**src/rtl/calc_sched_pkg.sv**
```systemverilog
// Shared types and encodings for the calc request scheduler.
package calc_sched_pkg;

   localparam int unsigned NUM_PORTS = 4;
   localparam int unsigned IDX_W     = 2;
   localparam int unsigned CMD_W     = 4;
   localparam int unsigned DATA_W    = 32;
   localparam int unsigned RESP_W    = 2;
   localparam int unsigned CNT_W     = 8;

   localparam logic [CMD_W-1:0] CMD_NOP = 4'd0;
   localparam logic [CMD_W-1:0] CMD_ADD = 4'd1;
   localparam logic [CMD_W-1:0] CMD_SUB = 4'd2;
   localparam logic [CMD_W-1:0] CMD_SHL = 4'd5;
   localparam logic [CMD_W-1:0] CMD_SHR = 4'd6;

   localparam logic [RESP_W-1:0] RESP_NONE     = 2'd0;
   localparam logic [RESP_W-1:0] RESP_OK       = 2'd1;
   localparam logic [RESP_W-1:0] RESP_ERR      = 2'd2;
   localparam logic [RESP_W-1:0] RESP_INTERNAL = 2'd3;

   typedef enum logic [1:0] {
      ST_IDLE,
      ST_ISSUE,
      ST_WAIT,
      ST_RESP
   } sched_state_t;

   typedef struct packed {
      logic [CMD_W-1:0]  cmd;
      logic [DATA_W-1:0] op1;
      logic [DATA_W-1:0] op2;
   } calc_req_t;

   function automatic logic cmd_is_valid(input logic [CMD_W-1:0] cmd);
      return (cmd == CMD_ADD) || (cmd == CMD_SUB) || (cmd == CMD_SHL) || (cmd == CMD_SHR);
   endfunction

endpackage

```
**src/rtl/calc_rr_arbiter.sv**
```systemverilog
// Combinational round-robin arbiter: search starts one past the last granted port.
module calc_rr_arbiter
   import calc_sched_pkg::*;
(
   input  logic [NUM_PORTS-1:0] req,
   input  logic [IDX_W-1:0]     last,
   output logic [NUM_PORTS-1:0] grant_c
);

   logic [IDX_W-1:0] idx;

   always_comb begin
      grant_c = '0;
      idx     = '0;
      for (int i = 1; i <= int'(NUM_PORTS); i++) begin
         idx = last + IDX_W'(i);
         if ((grant_c == '0) && req[idx]) begin
            grant_c[idx] = 1'b1;
         end
      end
   end

endmodule

```
**src/rtl/calc_req_scheduler.sv**
```systemverilog
// Four-port calc request capture, round-robin ALU issue, timeout and response steering.
// Optional build macro CALC_CMD_FILTER_EN answers invalid commands locally with RESP_ERR.
module calc_req_scheduler
   import calc_sched_pkg::*;
#(
   parameter int unsigned TIMEOUT_CYCLES = 64
)(
   input  logic              clk,
   input  logic              reset,
   input  logic [CMD_W-1:0]  req1_cmd_in,
   input  logic [CMD_W-1:0]  req2_cmd_in,
   input  logic [CMD_W-1:0]  req3_cmd_in,
   input  logic [CMD_W-1:0]  req4_cmd_in,
   input  logic [DATA_W-1:0] req1_data_in,
   input  logic [DATA_W-1:0] req2_data_in,
   input  logic [DATA_W-1:0] req3_data_in,
   input  logic [DATA_W-1:0] req4_data_in,
   output logic [RESP_W-1:0] out_resp1,
   output logic [RESP_W-1:0] out_resp2,
   output logic [RESP_W-1:0] out_resp3,
   output logic [RESP_W-1:0] out_resp4,
   output logic [DATA_W-1:0] out_data1,
   output logic [DATA_W-1:0] out_data2,
   output logic [DATA_W-1:0] out_data3,
   output logic [DATA_W-1:0] out_data4,
   output logic              alu_valid,
   output logic [CMD_W-1:0]  alu_cmd,
   output logic [DATA_W-1:0] alu_op1,
   output logic [DATA_W-1:0] alu_op2,
   input  logic              alu_done,
   input  logic [RESP_W-1:0] alu_resp,
   input  logic [DATA_W-1:0] alu_data,
   output logic              error_found
);

   logic [CMD_W-1:0]     cmd_in  [NUM_PORTS];
   logic [DATA_W-1:0]    data_in [NUM_PORTS];
   calc_req_t            req_q   [NUM_PORTS];
   logic [RESP_W-1:0]    resp_q  [NUM_PORTS];
   logic [DATA_W-1:0]    rdata_q [NUM_PORTS];
   logic [NUM_PORTS-1:0] cap_q, pend_q;
   logic [NUM_PORTS-1:0] accept_c, violate_c, grant_c;
   logic [IDX_W-1:0]     grant_idx_c, gnt_q, last_q;
   logic [CNT_W-1:0]     wait_cnt_q;
   logic                 filtered_c;
   sched_state_t         state_q;

   assign cmd_in[0]  = req1_cmd_in;
   assign cmd_in[1]  = req2_cmd_in;
   assign cmd_in[2]  = req3_cmd_in;
   assign cmd_in[3]  = req4_cmd_in;
   assign data_in[0] = req1_data_in;
   assign data_in[1] = req2_data_in;
   assign data_in[2] = req3_data_in;
   assign data_in[3] = req4_data_in;

   assign out_resp1 = resp_q[0];
   assign out_resp2 = resp_q[1];
   assign out_resp3 = resp_q[2];
   assign out_resp4 = resp_q[3];
   assign out_data1 = rdata_q[0];
   assign out_data2 = rdata_q[1];
   assign out_data3 = rdata_q[2];
   assign out_data4 = rdata_q[3];

   calc_rr_arbiter u_arb (
      .req     (pend_q),
      .last    (last_q),
      .grant_c (grant_c)
   );

   // A port may take a new command in its own RESP cycle; the operand2 cycle ignores cmd.
   always_comb begin
      accept_c    = '0;
      violate_c   = '0;
      grant_idx_c = '0;
      for (int p = 0; p < int'(NUM_PORTS); p++) begin
         if ((cmd_in[p] != CMD_NOP) && !cap_q[p]) begin
            if (!pend_q[p] || ((state_q == ST_RESP) && (gnt_q == IDX_W'(p)))) begin
               accept_c[p] = 1'b1;
            end else begin
               violate_c[p] = 1'b1;
            end
         end
         if (grant_c[p]) begin
            grant_idx_c = IDX_W'(p);
         end
      end
   end

   always_comb begin
`ifdef CALC_CMD_FILTER_EN
      filtered_c = !cmd_is_valid(req_q[grant_idx_c].cmd);
`else
      filtered_c = 1'b0;
`endif
   end

   always_ff @(posedge clk or negedge reset) begin
      if (!reset) begin
         cap_q  <= '0;
         pend_q <= '0;
         for (int p = 0; p < int'(NUM_PORTS); p++) begin
            req_q[p] <= '0;
         end
      end else begin
         for (int p = 0; p < int'(NUM_PORTS); p++) begin
            if (accept_c[p]) begin
               cap_q[p]     <= 1'b1;
               req_q[p].cmd <= cmd_in[p];
               req_q[p].op1 <= data_in[p];
            end else if (cap_q[p]) begin
               cap_q[p]     <= 1'b0;
               req_q[p].op2 <= data_in[p];
            end
            if (cap_q[p]) begin
               pend_q[p] <= 1'b1;
            end else if ((state_q == ST_RESP) && (gnt_q == IDX_W'(p))) begin
               pend_q[p] <= 1'b0;
            end
         end
      end
   end

   // Scheduler FSM; response buses default to zero and are loaded only on entry to RESP.
   always_ff @(posedge clk or negedge reset) begin
      if (!reset) begin
         state_q     <= ST_IDLE;
         gnt_q       <= '0;
         last_q      <= IDX_W'(NUM_PORTS - 1);
         wait_cnt_q  <= '0;
         alu_valid   <= 1'b0;
         alu_cmd     <= '0;
         alu_op1     <= '0;
         alu_op2     <= '0;
         error_found <= 1'b0;
         for (int p = 0; p < int'(NUM_PORTS); p++) begin
            resp_q[p]  <= RESP_NONE;
            rdata_q[p] <= '0;
         end
      end else begin
         alu_valid   <= 1'b0;
         error_found <= |violate_c;
         for (int p = 0; p < int'(NUM_PORTS); p++) begin
            resp_q[p]  <= RESP_NONE;
            rdata_q[p] <= '0;
         end
         case (state_q)
            ST_IDLE: begin
               if (|pend_q) begin
                  gnt_q  <= grant_idx_c;
                  last_q <= grant_idx_c;
                  if (filtered_c) begin
                     resp_q[grant_idx_c] <= RESP_ERR;
                     state_q             <= ST_RESP;
                  end else begin
                     alu_valid <= 1'b1;
                     alu_cmd   <= req_q[grant_idx_c].cmd;
                     alu_op1   <= req_q[grant_idx_c].op1;
                     alu_op2   <= req_q[grant_idx_c].op2;
                     state_q   <= ST_ISSUE;
                  end
               end
            end
            ST_ISSUE: begin
               wait_cnt_q <= '0;
               state_q    <= ST_WAIT;
            end
            ST_WAIT: begin
               if (alu_done) begin
                  resp_q[gnt_q]  <= alu_resp;
                  rdata_q[gnt_q] <= alu_data;
                  state_q        <= ST_RESP;
               end else if (wait_cnt_q == CNT_W'(TIMEOUT_CYCLES - 1)) begin
                  resp_q[gnt_q] <= RESP_INTERNAL;
                  state_q       <= ST_RESP;
               end else begin
                  wait_cnt_q <= wait_cnt_q + CNT_W'(1);
               end
            end
            ST_RESP: begin
               state_q <= ST_IDLE;
            end
            default: begin
               state_q <= ST_IDLE;
            end
         endcase
      end
   end

endmodule
```
**config.mk**
```make
export PLATFORM = sky130hd
export DESIGN_NAME = calc_req_scheduler
export DESIGN_NICKNAME = d
export VERILOG_FILES = /design/src/rtl/calc_sched_pkg.sv /design/src/rtl/calc_rr_arbiter.sv /design/src/rtl/calc_req_scheduler.sv
export SDC_FILE = /design/constraint.sdc
export NUM_CORES = 1
export LEC_CHECK = 0
export ABC_AREA = 0
export CELL_PAD_IN_SITES_DETAIL_PLACEMENT = 1
export CELL_PAD_IN_SITES_GLOBAL_PLACEMENT = 2
export CORE_ASPECT_RATIO = 0.7
export CORE_MARGIN = 1.5
export CORE_UTILIZATION = 31
export CTS_CLUSTER_SIZE = 10
export DETAILED_ROUTE_END_ITERATION = 7
export MAX_ROUTING_LAYER = met4
export PLACE_DENSITY = 0.76
export SKIP_CTS_REPAIR_TIMING = 1
export SYNTH_ARGS = -nofsm -noshare
export SYNTH_HDL_FRONTEND = slang
export SYNTH_HIERARCHICAL = 1
export SYNTH_SLANG_ARGS = --single-unit
```
**constraint.sdc**
```tcl
create_clock -name clk -period 3.46 [get_ports clk]
set_clock_uncertainty 0.1 [all_clocks]
set_input_delay 0.692 -clock clk [delete_from_list [all_inputs] [get_ports clk]]
set_output_delay 0.692 -clock clk [all_outputs]
set_load 0.01 [all_outputs]
```
* Word-level counts from Yosys, hierarchy flattened
Index checks and enable logic that the tools add are counted.
** Word-level totals
- Bits in registers :: 500
- Bits of input ports :: 181
** Cells by class
- Mux-type cells :: 72
- $add $sub $neg :: 4
- Bitwise gates (word level) :: 11
- Order comparisons :: 11
- Equality and inequality tests :: 11
- Reductions and logical operators :: 51
** Operators by type and width (number)
- 2-to-1 mux 128 bit :: 2
- binary-select mux 68 bit (select 2 bit) :: 1
- 2-to-1 mux 68 bit :: 2
- bitwise AND 128 bit :: 1
- demux 32 bit (select 2 bit) :: 1
- 2-to-1 mux 8 bit :: 5
- 2-to-1 mux 1 bit :: 39
- 2-to-1 mux 32 bit :: 1
- logical AND 1 bit :: 16
- 2-to-1 mux 4 bit :: 4
- one-hot mux 8 bit (2 select lines) :: 1
- nonzero test 4 bit :: 4
- logical NOT 4 bit :: 3
- less-than comparator 2 x 3 -> 1 bit (second input constant) :: 4
- 2-to-1 mux 2 bit :: 6
- OR 4 bit :: 3
- AND reduction 2 bit :: 6
- nonzero test 2 bit :: 5
- adder 8 x 1 -> 8 bit (second input constant) :: 1
- bitwise AND 8 bit :: 1
- binary-select mux 1 bit (select 2 bit) :: 4
- demux 1 bit (select 2 bit) :: 4
- equality test 2 bit (second input constant) :: 4
- equality test 8 x 6 -> 1 bit (second input constant) :: 1
- 17 further kinds :: 41

* Logic depth before layout (Yosys ltp)
Gate-level depths: netlist of run 1.
- Depth in word-level cells :: 22
- Gate-level depth with buffers :: 15

* Modules after synthesis
Netlist of run 1, hierarchy kept.
** Modules (own cells, without submodules)
- calc_req_scheduler :: area an instance 19915.4 um^2, times used 1, cells each 1560
- calc_rr_arbiter :: area an instance 467.9 um^2, times used 1, cells each 55

* Least setup slack after synthesis of run 1
No wires, ideal clock.
- Path kind :: reg-to-reg
- From :: register last_q[0]
- To :: register alu_op1[13]
- Setup slack :: -0.334 ns
- Required time :: 3.277 ns
- Path buffers :: 3
- Clock period less this slack :: 3.794 ns
- Cell stages (with the launch flop) :: 15
- Arrival time :: 3.611 ns
- Path through :: dfstp_2 -> inv_1 -> ha_1 -> mux4_1 -> nand2_1 -> a221oi_1 -> or3_1 -> o31ai_2 -> clkbuf_1 -> clkbuf_1 -> clkbuf_1 -> nand2_1 -> o21ai_0 -> mux2i_1 -> o21ai_0
** RTL lines
- start: declaration :: line calc_req_scheduler.sv:43 : logic [IDX_W-1:0] grant_idx_c, gnt_q, last_q;
- start signal: assignment :: line calc_req_scheduler.sv:130 : last_q <= IDX_W'(NUM_PORTS - 1);
- start signal: assignment :: line calc_req_scheduler.sv:152 : last_q <= grant_idx_c;
- adder 2 x 1 -> 2 bit :: line calc_rr_arbiter.sv:16 : idx = last + IDX_W'(i);
- less-than comparator 2 x 3 -> 1 bit (not written as such) or >= comparator 2 x 1 -> 1 bit (tied branches) :: line calc_rr_arbiter.sv:18 : grant_c[idx] = 1'b1;
- logical AND 1 bit (not written as such) :: line calc_rr_arbiter.sv:18
- 2-to-1 mux 1 bit (not written as such) :: line calc_rr_arbiter.sv:18
- demux 1 bit (select 2 bit)
- 2-to-1 mux 4 bit :: line calc_rr_arbiter.sv:17 : if ((grant_c == '0) && req[idx]) begin
- logical NOT 4 bit :: line calc_rr_arbiter.sv:17
- logical AND 1 bit :: line calc_rr_arbiter.sv:17
- [... 4 more ...]
- logical NOT 4 bit :: line calc_rr_arbiter.sv:17
- logical AND 1 bit :: line calc_rr_arbiter.sv:17
- 2-to-1 mux 4 bit (*) :: line calc_rr_arbiter.sv:17
- net grant_c[2] :: line calc_req_scheduler.sv:42 : logic [NUM_PORTS-1:0] accept_c, violate_c, grant_c;
- 2-to-1 mux 2 bit (*) (2 in series) :: line calc_req_scheduler.sv:85 : if (grant_c[p]) begin
- inverter 2 -> 3 bit (not written as such) (*) :: line calc_req_scheduler.sv:159 : alu_op1 <= req_q[grant_idx_c].op1;
- binary-select mux 68 bit (select 2 bit) (*) :: line calc_req_scheduler.sv:159
- 2-to-1 mux 68 bit (*) (2 in series)
- end signal: assignment :: line calc_req_scheduler.sv:159
- end: declaration :: line calc_req_scheduler.sv:28 : output logic [DATA_W-1:0] alu_op1,
The timed path passes the listed nets; every way through them passes the cells marked *. The select of a mux whose other input is x is not followed.
A chain may end at the register's enable or synchronous reset.

* Worst setup path after layout of run 1
- From :: register last_q[1]
- To :: register alu_op2[25]
** RTL lines
- adder 2 x 1 -> 2 bit :: line calc_rr_arbiter.sv:16
- less-than comparator 2 x 3 -> 1 bit (not written as such) or >= comparator 2 x 1 -> 1 bit (tied branches) :: line calc_rr_arbiter.sv:18
- logical AND 1 bit (not written as such) :: line calc_rr_arbiter.sv:18
- 2-to-1 mux 1 bit (not written as such) :: line calc_rr_arbiter.sv:18
- demux 1 bit (select 2 bit)
- 2-to-1 mux 4 bit :: line calc_rr_arbiter.sv:17
- logical NOT 4 bit :: line calc_rr_arbiter.sv:17
- logical AND 1 bit :: line calc_rr_arbiter.sv:17
- [... 4 more ...]
- logical NOT 4 bit :: line calc_rr_arbiter.sv:17
- logical AND 1 bit :: line calc_rr_arbiter.sv:17
- 2-to-1 mux 4 bit (*) :: line calc_rr_arbiter.sv:17
- net grant_c[2] :: line calc_req_scheduler.sv:42
- 2-to-1 mux 2 bit (*) (2 in series) :: line calc_req_scheduler.sv:85
- inverter 2 -> 3 bit (not written as such) (*) :: line calc_req_scheduler.sv:160 : alu_op2 <= req_q[grant_idx_c].op2;
- binary-select mux 68 bit (select 2 bit) (*) :: line calc_req_scheduler.sv:160
- 2-to-1 mux 68 bit (not written as such) (*) (2 in series) :: line calc_req_scheduler.sv:160
- end signal: assignment :: line calc_req_scheduler.sv:160
- end: declaration :: line calc_req_scheduler.sv:29 : output logic [DATA_W-1:0] alu_op2,
Marked as above.

==> impl_metrics.ini, run 1 <==
[outcome]
status = finished, final reports clean

[setup_path]
endpoint_kind = flip-flop
crit_path_start_kind = flip-flop
rrSetupSlack_ps = 50
cp.required_ps = 3860
reg2regPathDepth = 15
worstPathMaxFanout = 6
cp-startpoint = last_q[1]$_DFFE_PN1P_
rr_endpoint = alu_op2[25]$_DFFE_PN0P_
crit_type = reg2reg
r2r_start = last_q[1]$_DFFE_PN1P_
arrival_ps = 3810

[drt]
vias = 14300
drtIter0Drc = 728
wire_per_inst_um = 22.5
drc = 0
first_pass_iters = 4
antenna_left = 0
wl_mm = 66.9
avgViaCountPerCell = 4.81

[worst_hold_path]
holdPathStages = 2
min_to = alu_op2[16]$_DFFE_PN0P_
min_path_type = reg2reg
worstHoldStart = alu_op2[16]$_DFFE_PN0P_

[pwr]
p_sw_share_pct = 37.4
p_leak_nw = 12.1
power_switching_w = 0.0120
power_density_nw_per_um2 = 1140
pwr-share-comb_pct = 53.5
seq_power_share_pct = 29.7
internal-power_w = 0.0200
ir_drop_mv = 0.522
p_clk_share_pct = 16.9

[floorplanning]
ios = 387
core-area_um2 = 64900
die_w_um = 309
start_util_pct = 31.4
dieArea_um2 = 67300
die_h_um = 217
placementRows = 78

[synthesis]
synthCells = 1613
synth_fp_nets = 1808
syn_area_per_cell_um2 = 12.6
synth_area_um2 = 20400
synth_warnings = 6

[clocking]
cts.sinks = 500
insertion_delay_ps = 630
cts_max_path_buffers = 3
path_clk_slew_ps = 60
tritoncts = done
cts_root_buffer = clkbuf_16
ctsHtreeMaxLevel = 2
cts_inserted_buffers = 57

[place]
numPortBuffers = 386
post-dp-hpwl_mm = 44.7
place_congestion = 0.795
place_ws_ps = -80.7
placed_area_um2 = 25900

[final_layout]
final_cell_area_um2 = 28100
regArea_um2 = 12500
nets = 2269
n_fill_cell = 6745
drive_above_1_share_pct = 23.5
area_growth_pct = 37.8
multi_input_area_um2 = 7500

[timing]
rsz0062_at_grt = true
setup_viol = 0
drv_slew = 0
finalCritPeriodShare_pct = 98.6
worstMarginPinSlew_ps = 875
fmax_mhz = 293
slew_headroom_pct = 41.1
hold_viol = 0
period_minus_slack_ps = 3410
setup_slack_ps = 48.7

[global_routing]
grt_first_pass_wirelength_mm = 97.9
met2_usage_pct = 31.1
use_met3_pct = 3.41
track_usage_pct = 19.9
globalRouteOverflowTotal = 0
busiest_layer = met2
grt_pass1_vias = 15500
antenna_found_initial = 8
met1_usage_pct = 26.9
grt_max_degree = 91

[flow_run]
maxCapViolations = 0
==> layer usage <==
layer | wire length [um] | share of wire (%)
met1 | 31600 | 47
met2 | 31500 | 47
met3 | 2630 | 3.9
met4 | 1160 | 1.7
met5 | 0 | 0
==> power groups by stage <==
stage / sequential [W] / combinational [W] / clock (W)
2_1_floorplan: 0.00932 / 0.00878 / 0
3_3_place_gp: 0.00944 / 0.0144 / 0
3_5_place_dp: 0.00955 / 0.0148 / 0
4_1_cts: 0.00947 / 0.0149 / 0.00559
5_1_grt: 0.00978 / 0.0184 / 0.00582
6_report: 0.00949 / 0.0171 / 0.00540
==> sequential cells by signal, summed over array words and instances (netlist names), 8 cells and up <==
name and flops:
req_q 272, wait_cnt_q 8, alu_op2 32, alu_op1 32
out_data3 32, out_data1 32, out_data4 32, out_data2 32
==> critical path: stages (launching register included) <==
cell and delay, ps:
dfstp_2 540, inv_2 50, buf_4 130, ha_1 200, buf_4 150, or3_4 390, nand2_1 100, a221oi_2 90
or3_4 350, o31ai_4 320, buf_6 190, buf_12 150, buf_8 120, o21ai_0 80, mux2i_1 170, o21ai_0 120
==> through the flow <==
| stage | instances | utilization, % | power (W) | setup TNS [ps] | hold slack (ps) |
|---|---|---|---|---|---|
| after floorplan | 1613 | - | 0.0181 | 0 | 296 |
| after global placement | 2857 | 39.8 | 0.0238 | -19.0 | 361 |
| after detailed placement | 2857 | 39.8 | 0.0244 | -563 | 373 |
| after CTS | 2932 | 42.2 | 0.0299 | -734 | -9.63 |
| after global routing | 2977 | 43.3 | 0.0340 | -2550 | 397 |
| final | 2979 | 43.3 | 0.0320 | 0 | 382 |
==> worst max-delay path by stage <==
stage / to / slack, ps / depth (start not counted)
5_1_grt: alu_op2[14]$_DFFE_PN0P_ / -80 / 15
3_5_place_dp: alu_op2[23]$_DFFE_PN0P_ / -80 / 14
4_1_cts: alu_op2[23]$_DFFE_PN0P_ / -80 / 14
3_3_place_gp: alu_op2[23]$_DFFE_PN0P_ / -20 / 14
2_1_floorplan: alu_cmd[2]$_DFFE_PN0P_ / 4 / 14
6_report: alu_op2[25]$_DFFE_PN0P_ / 50 / 15
==> layout make-up <==
type	instances	area share (%)
clock buffer	70	5.36
clock inverter	5	0.209
tap	880	3.92
inverter	19	0.254
antenna	9	0.0802
multi-input combinational	995	26.7
sequential	500	44.6
timing repair buffer	501	18.9
==> cell usage in the layout (no fill, tap or decap), drive strengths merged, types with 4 or more instances in the layout <==
cell type,count
dfrtp,498
clkdlybuf4s50,385
mux2,267
nand2,188
o21ai,147
mux2i,137
nor2,118
buf,104
clkbuf,81
and3,36
inv,21
ha,14
nand3,10
nor3,10
diode,9
a21oi,8
nand2b,6
nor4,5
and2,5
o22ai,4
mux4,4
Note: power is estimated with default switching activity, not from simulation.
==> inputs of run 2 (changes only) <==
GPL_ROUTABILITY_DRIVEN = 0   (was default)
RECOVER_POWER = 25   (was default)
==> run 2 against run 1 <==
Net effect: the flow now finishes with violations (capacitance limit, slew limit); sequential cell count unchanged; sequential power about the same; via count about the same; fmax about the same; count of clock-buffer cells in the layout unchanged; hold slack unchanged; global-route usage unchanged; critical path depth unchanged; register-to-register slack about the same; wire length increased by 0.13%; setup slack about the same; cell area about the same; critical path type unchanged; critical endpoint unchanged.
==> impl_metrics.ini, run 2 (same netlist as run 1, synthesis figures left out) <==
[setup_path]
slowest_delay_ps = 540
cp_slowest_cell = dfstp_2
cp.depth = 15
arrival_ps = 3810
r2r_start = last_q[1]$_DFFE_PN1P_
worstPathCellList = inv_2 > buf_4 > ha_1 > buf_4 > or3_4 > nand2_1 > a221oi_2 > or3_4 > o31ai_4 > buf_6 > buf_12 > buf_8 > o21ai_0 > mux2i_1 > o21ai_0
worstPathMaxFanout = 6
crit_path_start_kind = flip-flop
cp.required_ps = 3860
crit_type = reg2reg
rr_endpoint = alu_op2[25]$_DFFE_PN0P_
rrSetupSlack_ps = 50
endpoint_kind = flip-flop
crit_family = simple AND/OR/NAND/NOR gates
crit_path_end = alu_op2[25]$_DFFE_PN0P_
reg2regPathDepth = 15
cp-startpoint = last_q[1]$_DFFE_PN1P_
crit_buf_inv = 6

[final_layout]
utilization_pct = 43.2
largest_reg_flops = 272
layout_commonest_cell = dfrtp_1
n_fill_cell = 6748
layout_common_cells = dfrtp_1, clkdlybuf4s50_1, mux2_2, nand2_1, mux2i_1
drive_above_1_share_pct = 23.5
area_growth_pct = 37.7
final_cell_area_um2 = 28100
nets = 2269
regMostFlops = req_q

[timing]
timing.hold.ws_ps = 382
fmax_mhz = 293
setup_viol = 0
period_minus_slack_ps = 3410
slew_headroom_pct = -68.3
rsz0062_at_grt = true
finalCritPeriodShare_pct = 98.6
worstMarginPinSlew_ps = 2520
hold_viol = 0
drv_slew = 79

[clocking]
path_clk_slew_ps = 60
cts_max_path_buffers = 3
cts_inserted_buffers = 57
ctsHtreeMaxLevel = 2
cts.sinks = 500
tritoncts = done
cts_root_buffer = clkbuf_16
insertion_delay_ps = 640

[floorplanning]
start_util_pct = 31.4
core-area_um2 = 64900
die_w_um = 309
die_h_um = 217
dieArea_um2 = 67300
placementRows = 78
ios = 387

[pwr]
ir_drop_mv = 0.523
power_density_nw_per_um2 = 1140
p_leak_nw = 12.1
total_power_w = 0.0320

[drt]
antenna_left = 0
drc = 0
wl_mm = 67.0
avgViaCountPerCell = 4.82
first_pass_iters = 4
wire_per_inst_um = 22.5
vias = 14300
drtIter0Drc = 718

[global_routing]
busiest_layer = met2
grt_first_pass_wirelength_mm = 97.9
grt_pass1_vias = 15500
met1_usage_pct = 26.9
grt_max_degree = 91
track_usage_pct = 19.9
use_met3_pct = 3.41
globalRouteOverflowTotal = 0
met2_usage_pct = 31.1
antenna_found_initial = 8

[worst_hold_path]
min_path_type = reg2reg

[place]
numPortBuffers = 386
post-dp-hpwl_mm = 44.7
placed_area_um2 = 25900

[flow_run]
maxCapViolations = 1

[outcome]
violations = capacitance limit, slew limit
status = finished, violations left
-- run 2: cell types whose count changed in the layout (fill, tap and decap cells not counted) --
cell      change
o21ai_1       -1
a21boi_0      +1
clkbuf_1      +1
o21ai_0       +1
buf_4         -5
a21boi_1      -1
clkbuf_2      +5
buf_8         -1
diode_2       -1
-- run 2: worst register-to-register path, stage by stage (launching register included) --
cell	delay (ps)
dfstp_2	540
inv_2	50
buf_4	140
ha_1	200
buf_4	150
or3_4	390
nand2_1	100
a221oi_2	90
or3_4	350
o31ai_4	320
buf_6	190
buf_12	150
buf_8	130
o21ai_0	80
mux2i_1	170
o21ai_0	120
-- run 2: how the worst min path moves through the flow --
stage | start | slack [ps] | cells after the start | endpoint
6_report | alu_op2[16]$_DFFE_PN0P_ | 380 | 2 | alu_op2[16]$_DFFE_PN0P_
5_1_grt | alu_op1[18]$_DFFE_PN0P_ | 400 | 2 | alu_op1[18]$_DFFE_PN0P_
4_1_cts | reset | -10 | 1 | req_q[107]$_DFFE_PN0P_
3_5_place_dp | alu_op2[6]$_DFFE_PN0P_ | 370 | 2 | alu_op2[6]$_DFFE_PN0P_
3_3_place_gp | alu_op1[22]$_DFFE_PN0P_ | 360 | 2 | alu_op1[22]$_DFFE_PN0P_
2_1_floorplan | reset | 300 | 0 | alu_cmd[0]$_DFFE_PN0P_
-- run 2: per-stage QoR --
step           TNS [ps]  setup WS (ps)  instances
2_1_floorplan         0           3.63       1613
3_3_place_gp      -19.0          -19.0       2857
3_5_place_dp       -563          -80.7       2857
6_report              0           49.1       2978
5_1_grt           -2550          -84.4       2977
4_1_cts            -734          -81.2       2932
-- run 2: per-layer routing --
metal	vias up	part of all wire [%]
li1	6463	-
met1	7552	47
met2	254	47
met3	79	4.0
met4	0	1.7
met5	-	0
-- run 2: report_power, final --
group,internal (W),leakage [nW],switching (W)
Combinational,0.00885,5.12,0.00826
Sequential,0.00816,6.21,0.00133
Clock,0.00302,0.767,0.00238
-- run 2: final cells by class --
type / instances / area [um2] / area share, %
repair buffers: 501 / 5280 / 18.8
clock inverters: 5 / 58.8 / 0.210
clock buffers: 70 / 1510 / 5.37
multi-input cells: 995 / 7500 / 26.7
well taps: 880 / 1100 / 3.92
inverters: 19 / 71.3 / 0.254
flip-flops and latches: 500 / 12500 / 44.6
diodes: 8 / 20.0 / 0.0714
